<file path="src/rtl/scan_texture_loader.sv">
// -----------------------------------------------------------------------------
// scan_texture_loader
//
// Receives serial frames on a two-phase scan port (phi1/phi2 strobes, serial
// data, latch) that is asynchronous to clk. Each committed frame becomes one
// valid/ready write into texture memory. The loader supports a single-write
// mode and an auto-increment burst mode, and reports malformed frames and
// overruns through sticky error flags.
//
// Frame layout (MSB first): mode bit, ADDR_W address bits, DATA_W data bits.
// While in burst mode, each frame carries DATA_W data bits only. A latch with
// no bits leaves burst mode.
//
// Ports:
//   clk          system clock
//   rst_n        synchronous active-low reset
//   scan_phi1    phase-1 strobe (checked only; must be low at phi2 rise)
//   scan_phi2    phase-2 strobe; rising edge shifts in scan_data
//   scan_data    serial data, MSB first
//   scan_latch   rising edge commits the frame
//   wr_valid     write request
//   wr_ready     memory accepts the write
//   wr_addr      write address
//   wr_data      write data
//   burst_active burst mode engaged
//   frame_err    sticky: illegal bit count or phase violation at commit
//   overrun_err  sticky: commit arrived while a write was stalled
//   err_clr      clears both sticky flags
//   load_count   number of accepted writes (wraps)
// -----------------------------------------------------------------------------
module scan_texture_loader #(
  parameter int ADDR_W      = 11,
  parameter int DATA_W      = 8,
  parameter int SYNC_STAGES = 2,
  parameter int CNT_W       = 16
) (
  input  logic              clk,
  input  logic              rst_n,
  input  logic              scan_phi1,
  input  logic              scan_phi2,
  input  logic              scan_data,
  input  logic              scan_latch,
  output logic              wr_valid,
  input  logic              wr_ready,
  output logic [ADDR_W-1:0] wr_addr,
  output logic [DATA_W-1:0] wr_data,
  output logic              burst_active,
  output logic              frame_err,
  output logic              overrun_err,
  input  logic              err_clr,
  output logic [CNT_W-1:0]  load_count
);

  localparam int FRAME_N = 1 + ADDR_W + DATA_W;
  localparam int BCNT_W  = $clog2(FRAME_N + 2);
  localparam int SS      = (SYNC_STAGES < 2) ? 2 : SYNC_STAGES;

  localparam logic [BCNT_W-1:0] CNT_ZERO = {BCNT_W{1'b0}};
  localparam logic [BCNT_W-1:0] CNT_DATA = BCNT_W'(DATA_W);
  localparam logic [BCNT_W-1:0] CNT_FULL = BCNT_W'(FRAME_N);
  localparam logic [BCNT_W-1:0] CNT_OVER = BCNT_W'(FRAME_N + 1);

  localparam logic [0:0] ST_NORMAL = 1'b0;
  localparam logic [0:0] ST_BURST  = 1'b1;

  // Synchroniser chains; the last stage is the clk-domain view of each pin.
  logic [SS-1:0] phi1_sync_r;
  logic [SS-1:0] phi2_sync_r;
  logic [SS-1:0] data_sync_r;
  logic [SS-1:0] latch_sync_r;
  logic          phi2_hist_r;
  logic          latch_hist_r;

  logic [FRAME_N-1:0] shreg_r;
  logic [BCNT_W-1:0]  cnt_r;
  logic               phase_bad_r;
  logic [0:0]         state_r;
  logic [ADDR_W-1:0]  burst_addr_r;
  logic               wr_valid_r;
  logic [ADDR_W-1:0]  wr_addr_r;
  logic [DATA_W-1:0]  wr_data_r;
  logic               frame_err_r;
  logic               overrun_err_r;
  logic [CNT_W-1:0]   load_count_r;

  logic               phi2_rise_s;
  logic               latch_rise_s;
  logic [FRAME_N-1:0] shreg_nx_s;
  logic [BCNT_W-1:0]  cnt_nx_s;
  logic               phase_bad_nx_s;
  logic               accept_s;
  logic               can_load_s;
  logic               do_write_s;
  logic [ADDR_W-1:0]  wr_addr_nx_s;
  logic [DATA_W-1:0]  wr_data_nx_s;
  logic [0:0]         state_nx_s;
  logic [ADDR_W-1:0]  burst_addr_nx_s;
  logic [ADDR_W-1:0]  burst_addr_inc_s;
  logic               frame_err_set_s;
  logic               overrun_set_s;

  assign wr_valid     = wr_valid_r;
  assign wr_addr      = wr_addr_r;
  assign wr_data      = wr_data_r;
  assign burst_active = (state_r == ST_BURST);
  assign frame_err    = frame_err_r;
  assign overrun_err  = overrun_err_r;
  assign load_count   = load_count_r;

  // Input synchronisers and edge-detect history flops.
  always_ff @(posedge clk) begin
    if (!rst_n) begin
      phi1_sync_r  <= {SS{1'b0}};
      phi2_sync_r  <= {SS{1'b0}};
      data_sync_r  <= {SS{1'b0}};
      latch_sync_r <= {SS{1'b0}};
      phi2_hist_r  <= 1'b0;
      latch_hist_r <= 1'b0;
    end else begin
      phi1_sync_r  <= {phi1_sync_r[SS-2:0], scan_phi1};
      phi2_sync_r  <= {phi2_sync_r[SS-2:0], scan_phi2};
      data_sync_r  <= {data_sync_r[SS-2:0], scan_data};
      latch_sync_r <= {latch_sync_r[SS-2:0], scan_latch};
      phi2_hist_r  <= phi2_sync_r[SS-1];
      latch_hist_r <= latch_sync_r[SS-1];
    end
  end

  // Shift/count update; computed before commit so a same-cycle phi2 edge
  // is included in the bit count that the latch evaluates.
  always_comb begin
    phi2_rise_s    = phi2_sync_r[SS-1] & ~phi2_hist_r;
    shreg_nx_s     = shreg_r;
    cnt_nx_s       = cnt_r;
    phase_bad_nx_s = phase_bad_r;
    if (phi2_rise_s) begin
      // Bits past a full frame do not disturb the captured payload.
      if (cnt_r < CNT_FULL) begin
        shreg_nx_s = {shreg_r[FRAME_N-2:0], data_sync_r[SS-1]};
      end else begin
        shreg_nx_s = shreg_r;
      end
      // Saturate one past legal so an over-long frame stays illegal.
      if (cnt_r < CNT_OVER) begin
        cnt_nx_s = cnt_r + BCNT_W'(1);
      end else begin
        cnt_nx_s = cnt_r;
      end
      if (phi1_sync_r[SS-1]) begin
        phase_bad_nx_s = 1'b1;
      end else begin
        phase_bad_nx_s = phase_bad_r;
      end
    end else begin
      shreg_nx_s     = shreg_r;
      cnt_nx_s       = cnt_r;
      phase_bad_nx_s = phase_bad_r;
    end
  end

  // Commit decision on a latch edge: write, burst entry/exit, or error.
  always_comb begin
    latch_rise_s     = latch_sync_r[SS-1] & ~latch_hist_r;
    accept_s         = wr_valid_r & wr_ready;
    can_load_s       = ~wr_valid_r | wr_ready;
    burst_addr_inc_s = burst_addr_r + ADDR_W'(1);
    do_write_s       = 1'b0;
    wr_addr_nx_s     = wr_addr_r;
    wr_data_nx_s     = wr_data_r;
    state_nx_s       = state_r;
    burst_addr_nx_s  = burst_addr_r;
    frame_err_set_s  = 1'b0;
    overrun_set_s    = 1'b0;
    if (latch_rise_s) begin
      if (!can_load_s) begin
        // Stalled write is kept; the new frame is lost.
        overrun_set_s = 1'b1;
      end else if (state_r == ST_NORMAL) begin
        if ((cnt_nx_s == CNT_FULL) && !phase_bad_nx_s) begin
          do_write_s   = 1'b1;
          wr_addr_nx_s = shreg_nx_s[FRAME_N-2:DATA_W];
          wr_data_nx_s = shreg_nx_s[DATA_W-1:0];
          if (shreg_nx_s[FRAME_N-1]) begin
            state_nx_s      = ST_BURST;
            burst_addr_nx_s = shreg_nx_s[FRAME_N-2:DATA_W];
          end else begin
            state_nx_s      = ST_NORMAL;
            burst_addr_nx_s = burst_addr_r;
          end
        end else begin
          frame_err_set_s = 1'b1;
        end
      end else begin
        if ((cnt_nx_s == CNT_DATA) && !phase_bad_nx_s) begin
          do_write_s      = 1'b1;
          wr_addr_nx_s    = burst_addr_inc_s;
          wr_data_nx_s    = shreg_nx_s[DATA_W-1:0];
          burst_addr_nx_s = burst_addr_inc_s;
        end else if (cnt_nx_s == CNT_ZERO) begin
          state_nx_s = ST_NORMAL;
        end else begin
          frame_err_set_s = 1'b1;
        end
      end
    end else begin
      do_write_s = 1'b0;
    end
  end

  // Frame state, write handshake, counters and sticky error flags.
  always_ff @(posedge clk) begin
    if (!rst_n) begin
      shreg_r       <= {FRAME_N{1'b0}};
      cnt_r         <= CNT_ZERO;
      phase_bad_r   <= 1'b0;
      state_r       <= ST_NORMAL;
      burst_addr_r  <= {ADDR_W{1'b0}};
      wr_valid_r    <= 1'b0;
      wr_addr_r     <= {ADDR_W{1'b0}};
      wr_data_r     <= {DATA_W{1'b0}};
      frame_err_r   <= 1'b0;
      overrun_err_r <= 1'b0;
      load_count_r  <= {CNT_W{1'b0}};
    end else begin
      shreg_r <= shreg_nx_s;
      if (latch_rise_s) begin
        cnt_r       <= CNT_ZERO;
        phase_bad_r <= 1'b0;
      end else begin
        cnt_r       <= cnt_nx_s;
        phase_bad_r <= phase_bad_nx_s;
      end
      state_r      <= state_nx_s;
      burst_addr_r <= burst_addr_nx_s;
      if (do_write_s) begin
        wr_valid_r <= 1'b1;
        wr_addr_r  <= wr_addr_nx_s;
        wr_data_r  <= wr_data_nx_s;
      end else if (accept_s) begin
        wr_valid_r <= 1'b0;
      end else begin
        wr_valid_r <= wr_valid_r;
      end
      if (accept_s) begin
        load_count_r <= load_count_r + CNT_W'(1);
      end else begin
        load_count_r <= load_count_r;
      end
      // A new error outranks a simultaneous clear.
      if (frame_err_set_s) begin
        frame_err_r <= 1'b1;
      end else if (err_clr) begin
        frame_err_r <= 1'b0;
      end else begin
        frame_err_r <= frame_err_r;
      end
      if (overrun_set_s) begin
        overrun_err_r <= 1'b1;
      end else if (err_clr) begin
        overrun_err_r <= 1'b0;
      end else begin
        overrun_err_r <= overrun_err_r;
      end
    end
  end

endmodule

</file>
<file path="config.mk">
export PLATFORM = sky130hd
export DESIGN_NAME = scan_texture_loader
export DESIGN_NICKNAME = d
export VERILOG_FILES = /design/src/rtl/scan_texture_loader.sv
export SDC_FILE = /design/constraint.sdc
export NUM_CORES = 1
export LEC_CHECK = 0
export ABC_AREA = 1
export CORE_ASPECT_RATIO = 0.75
export CORE_MARGIN = 4
export CORE_UTILIZATION = 45
export CTS_CLUSTER_SIZE = 40
export DETAILED_ROUTE_END_ITERATION = 6
export PLACE_DENSITY = 0.74
export SYNTH_ARGS = -nofsm -noshare
export SYNTH_HDL_FRONTEND = slang
export SYNTH_SLANG_ARGS = --single-unit
export TNS_END_PERCENT = 50
</file>
<file path="constraint.sdc">
create_clock -name clk -period 2.3 [get_ports clk]
set_clock_uncertainty 0.15 [all_clocks]
set_input_delay 0.575 -clock clk [delete_from_list [all_inputs] [get_ports clk]]
set_output_delay 0.575 -clock clk [all_outputs]
set_load 0.05 [all_outputs]
</file>
==> reports/results.ini <==
[synthesis]
ys_seq_area_frac=0.439
synth.ff_latch_count=86
synth-xor-area-share=0.00669
yosys.area_share.adder=0.00956
synthesized_area_fraction_occupied_by_ao_oa_aoi_and_oai_cells=0.0797
summed_instance_area_of_the_synthesized_netlist_um2=3930
post_synth_main_area_contributors=sky130_fd_sc_hd__dfxtp_1 44%, sky130_fd_sc_hd__nand2_1 15%, sky130_fd_sc_hd__nor2_1 9.8%, sky130_fd_sc_hd__inv_1 9.4%, sky130_fd_sc_hd__o21ai_0 3.8%
syn-num-nets=596
netlist.top_cell.by_area=sky130_fd_sc_hd__dfxtp_1
synth_cell_types=35
synthSimpleGateAreaFrac=0.338
synth_top_family_by_area=simple AND/OR/NAND/NOR gates
mean_cell_area_of_the_mapped_netlist_um2=6.71
postSynthCellCount=585
synth_top_area_share=0.439
synth.area.mux_share=0.00765
yosys_warnings=0

[power_and_ir_drop]
clockPowerShare=0.494
leakage_dissipation_nw=2.41
power_density_over_the_cells_nw_per_um2=637
seq_power_share=0.459
switching_share=0.211
ir_worst_vdd_uv=454
combPwrFrac=0.046
p_sw_uw=698
p_int_mw=2.61

[timing]
setup_viol=0
hold_viol=0
achievable-frequency_mhz=447
slew-limit-headroom=0.510
layout_worst_path_cycle_share=0.974
slew_violations=0
timing_worst_slew_pin_value_ns=0.734
finalCriticalPeriod_ns=2.24
setup-tns-final_ns=0
fin_ws_ns=0.0608
hold-worst-slack_ns=0.263
setup_repair_after_global_routing_missed_its_margin=true

[finish]
multi_input_comb_area_um2=1830
fin_cells=768
postLayoutCoreUtil=0.612
layout.nets=666
filler_cell_count=747
seq_area_um2=1730
final_layout_size_suffix_gt1_frac=0.147
layout_commonest_cell=sky130_fd_sc_hd__nand2_1
most_used_cells_in_the_layout_excluding_fill_and_tap_cells=147 x sky130_fd_sc_hd__nand2_1, 97 x sky130_fd_sc_hd__inv_1, 94 x sky130_fd_sc_hd__nor2_1
syn_to_final_growth_pct=32.3
antennaDiodeCount=0

[floorplanning]
pin_count=47
fp.dieW_um=116
core_um2=8490
dieArea_um2=10300
floorplan.rows=29
vertical_extent_of_the_die_um=88.9
initial_core_util=0.462

[drt]
drt-total-wl_um=9430
wire_per_inst_um=12.3
1st_iter_drt_viols=181
route.antenna.remaining_nets=0
number_of_drc_violations_after_detailed_routing=0
detailedRoute.firstPassIterationCount=5
route.vias.total=3733
vias_per_cell=4.86

[hold_path]
hold_path.class=reg2reg
hold_path_depth=2

[place]
dp_hpwl_um=6190
place_inst=739
placement.io_buffers=46
dpl_worst_slack_ns=-0.335
globalplace.congestion=0.807

[global_routing]
globalRouteOverflowTotal=0
groute.usage.overall=0.182
number_of_antenna_violations_at_the_first_check_in_global_routing=0
first_global_vias=3400
grt_pass1_wl_um=15000
grt_max_degree=48

[setup_path]
worst-endpoint-arrival_ns=1.51
worstSetupEndpoint=wr_valid
worstRegToRegCells=15
critical_path.max_stage_delay_ns=0.82
cp.buffers_inverters=1
worst_r2r_endpoint=wr_addr[2]$_SDFFE_PN0P_
worst-setup-path-type=reg2out
rrSetupSlack_ns=0.09
cp-startpoint=wr_valid$_SDFFE_PN0P_
crit_path_cells=clkdlybuf4s50_1
required_ns=1.57
crit_slowest_cell=sky130_fd_sc_hd__clkdlybuf4s50_1
source_of_the_worst_register_to_register_timing_path=cnt_r[3]$_SDFF_PP0_
worst_path_dominant_cell_family=buffers and inverters
crit_fanout=3
start_kind=flip-flop
crit_path_end_kind=output port
worst-path-stages=1

[cts]
number_of_buffers_on_the_longest_clock_path=2
clock_latency_ns=0.34
cts_max_level=3
clock-root-buffer=sky130_fd_sc_hd__clkbuf_16
cts_tree=yes
numCtsBuffers=9
clkSlewWorstSetupHoldPaths_ns=0.06
cts_num_sinks=86

[job]
maxCapViolations=0

[status]
run_status=finished clean

## layout make-up
type                            count  share of cell area
Clock inverter                      4              0.0149
Tap cell                          108              0.0260
Sequential cell                    86               0.333
Timing Repair inverter              1             0.00169
Timing Repair Buffer               76               0.145
Inverter                          101              0.0754
Multi-Input combinational cell    380               0.352
Clock buffer                       12              0.0513
## power groups by stage
stage | clock, mW | sequential, mW | combinational (mW)
final | 1.64 | 1.52 | 0.154
after global routing | 1.73 | 1.52 | 0.176
after CTS | 1.65 | 1.52 | 0.147
after detailed placement | 0 | 1.55 | 0.146
after global placement | 0 | 1.55 | 0.141
after floorplan | 0 | 1.55 | 0.0979
## cells in the mapped netlist (all sizes together)
library cell,n
a21oi,23
a31oi,2
and3,1
buf,7
clkbuf,12
clkinv,1
dfxtp,86
ha,3
inv,100
mux2i,3
nand2,157
nand3,21
nand3b,1
nand4,17
nor2,107
nor3,7
nor3b,1
o21a,1
o21ai,31
o21bai,1
xnor2,1
xor2,2
## registers in the layout, summed over array words and instances, names as in the netlist, 2 cells and up
signal,flops
latch_sync_r,2
load_count,16
wr_addr,11
burst_addr_r,11
shreg_r,20
cnt_r,5
phi1_sync_r,2
data_sync_r,2
phi2_sync_r,2
wr_data,8
## routing by layer
metal	vias to the layer above	wire, um	global-route usage
met5	-	0	0
met4	0	87	0.0453
met3	8	518	0.0636
met2	92	4560	0.309
met1	1712	4260	0.225
li1	1921	-	-
## worst min path at each step
stage | from | to
after global placement | phi1_sync_r[0]$_SDFF_PN0_ | phi1_sync_r[1]$_SDFF_PN0_
after global routing | phi2_sync_r[0]$_SDFF_PN0_ | phi2_sync_r[1]$_SDFF_PN0_
after detailed placement | latch_sync_r[0]$_SDFF_PN0_ | latch_sync_r[1]$_SDFF_PN0_
after floorplan | data_sync_r[0]$_SDFF_PN0_ | data_sync_r[1]$_SDFF_PN0_
final | latch_sync_r[0]$_SDFF_PN0_ | latch_sync_r[1]$_SDFF_PN0_
after CTS | latch_sync_r[0]$_SDFF_PN0_ | latch_sync_r[1]$_SDFF_PN0_
## logic make-up (layout without fill, tap and decap cells)
kind of cell,count (synthesis),count (layout)
adders and majority gates,3,3
muxes,3,3
DFF,86,86
xor gates and xnor gates,3,3
buffers and inverters,120,194
and+or+nand+nor,312,313
AOI/OAI and AO/OA,58,58
## metrics by stage
step / cell area (um2) / power, mW
6_report: 5190 / 3.31
5_1_grt: 5190 / 3.43
4_1_cts: 4960 / 3.32
3_5_place_dp: 4590 / 1.70
3_3_place_gp: 4590 / 1.69
2_1_floorplan: 3930 / 1.65
## what timing repair did
| action | in CTS | in global routing |
|---|---|---|
| hold buffers | 0 | 0 |
| pin swaps | 3 | 20 |
| cloned | 1 | 2 |
| setup endpoints to repair | 27 | 39 |
| buffers inserted | 1 | 9 |
| resized for setup | 10 | 32 |
(Power assumes the default switching activity.)
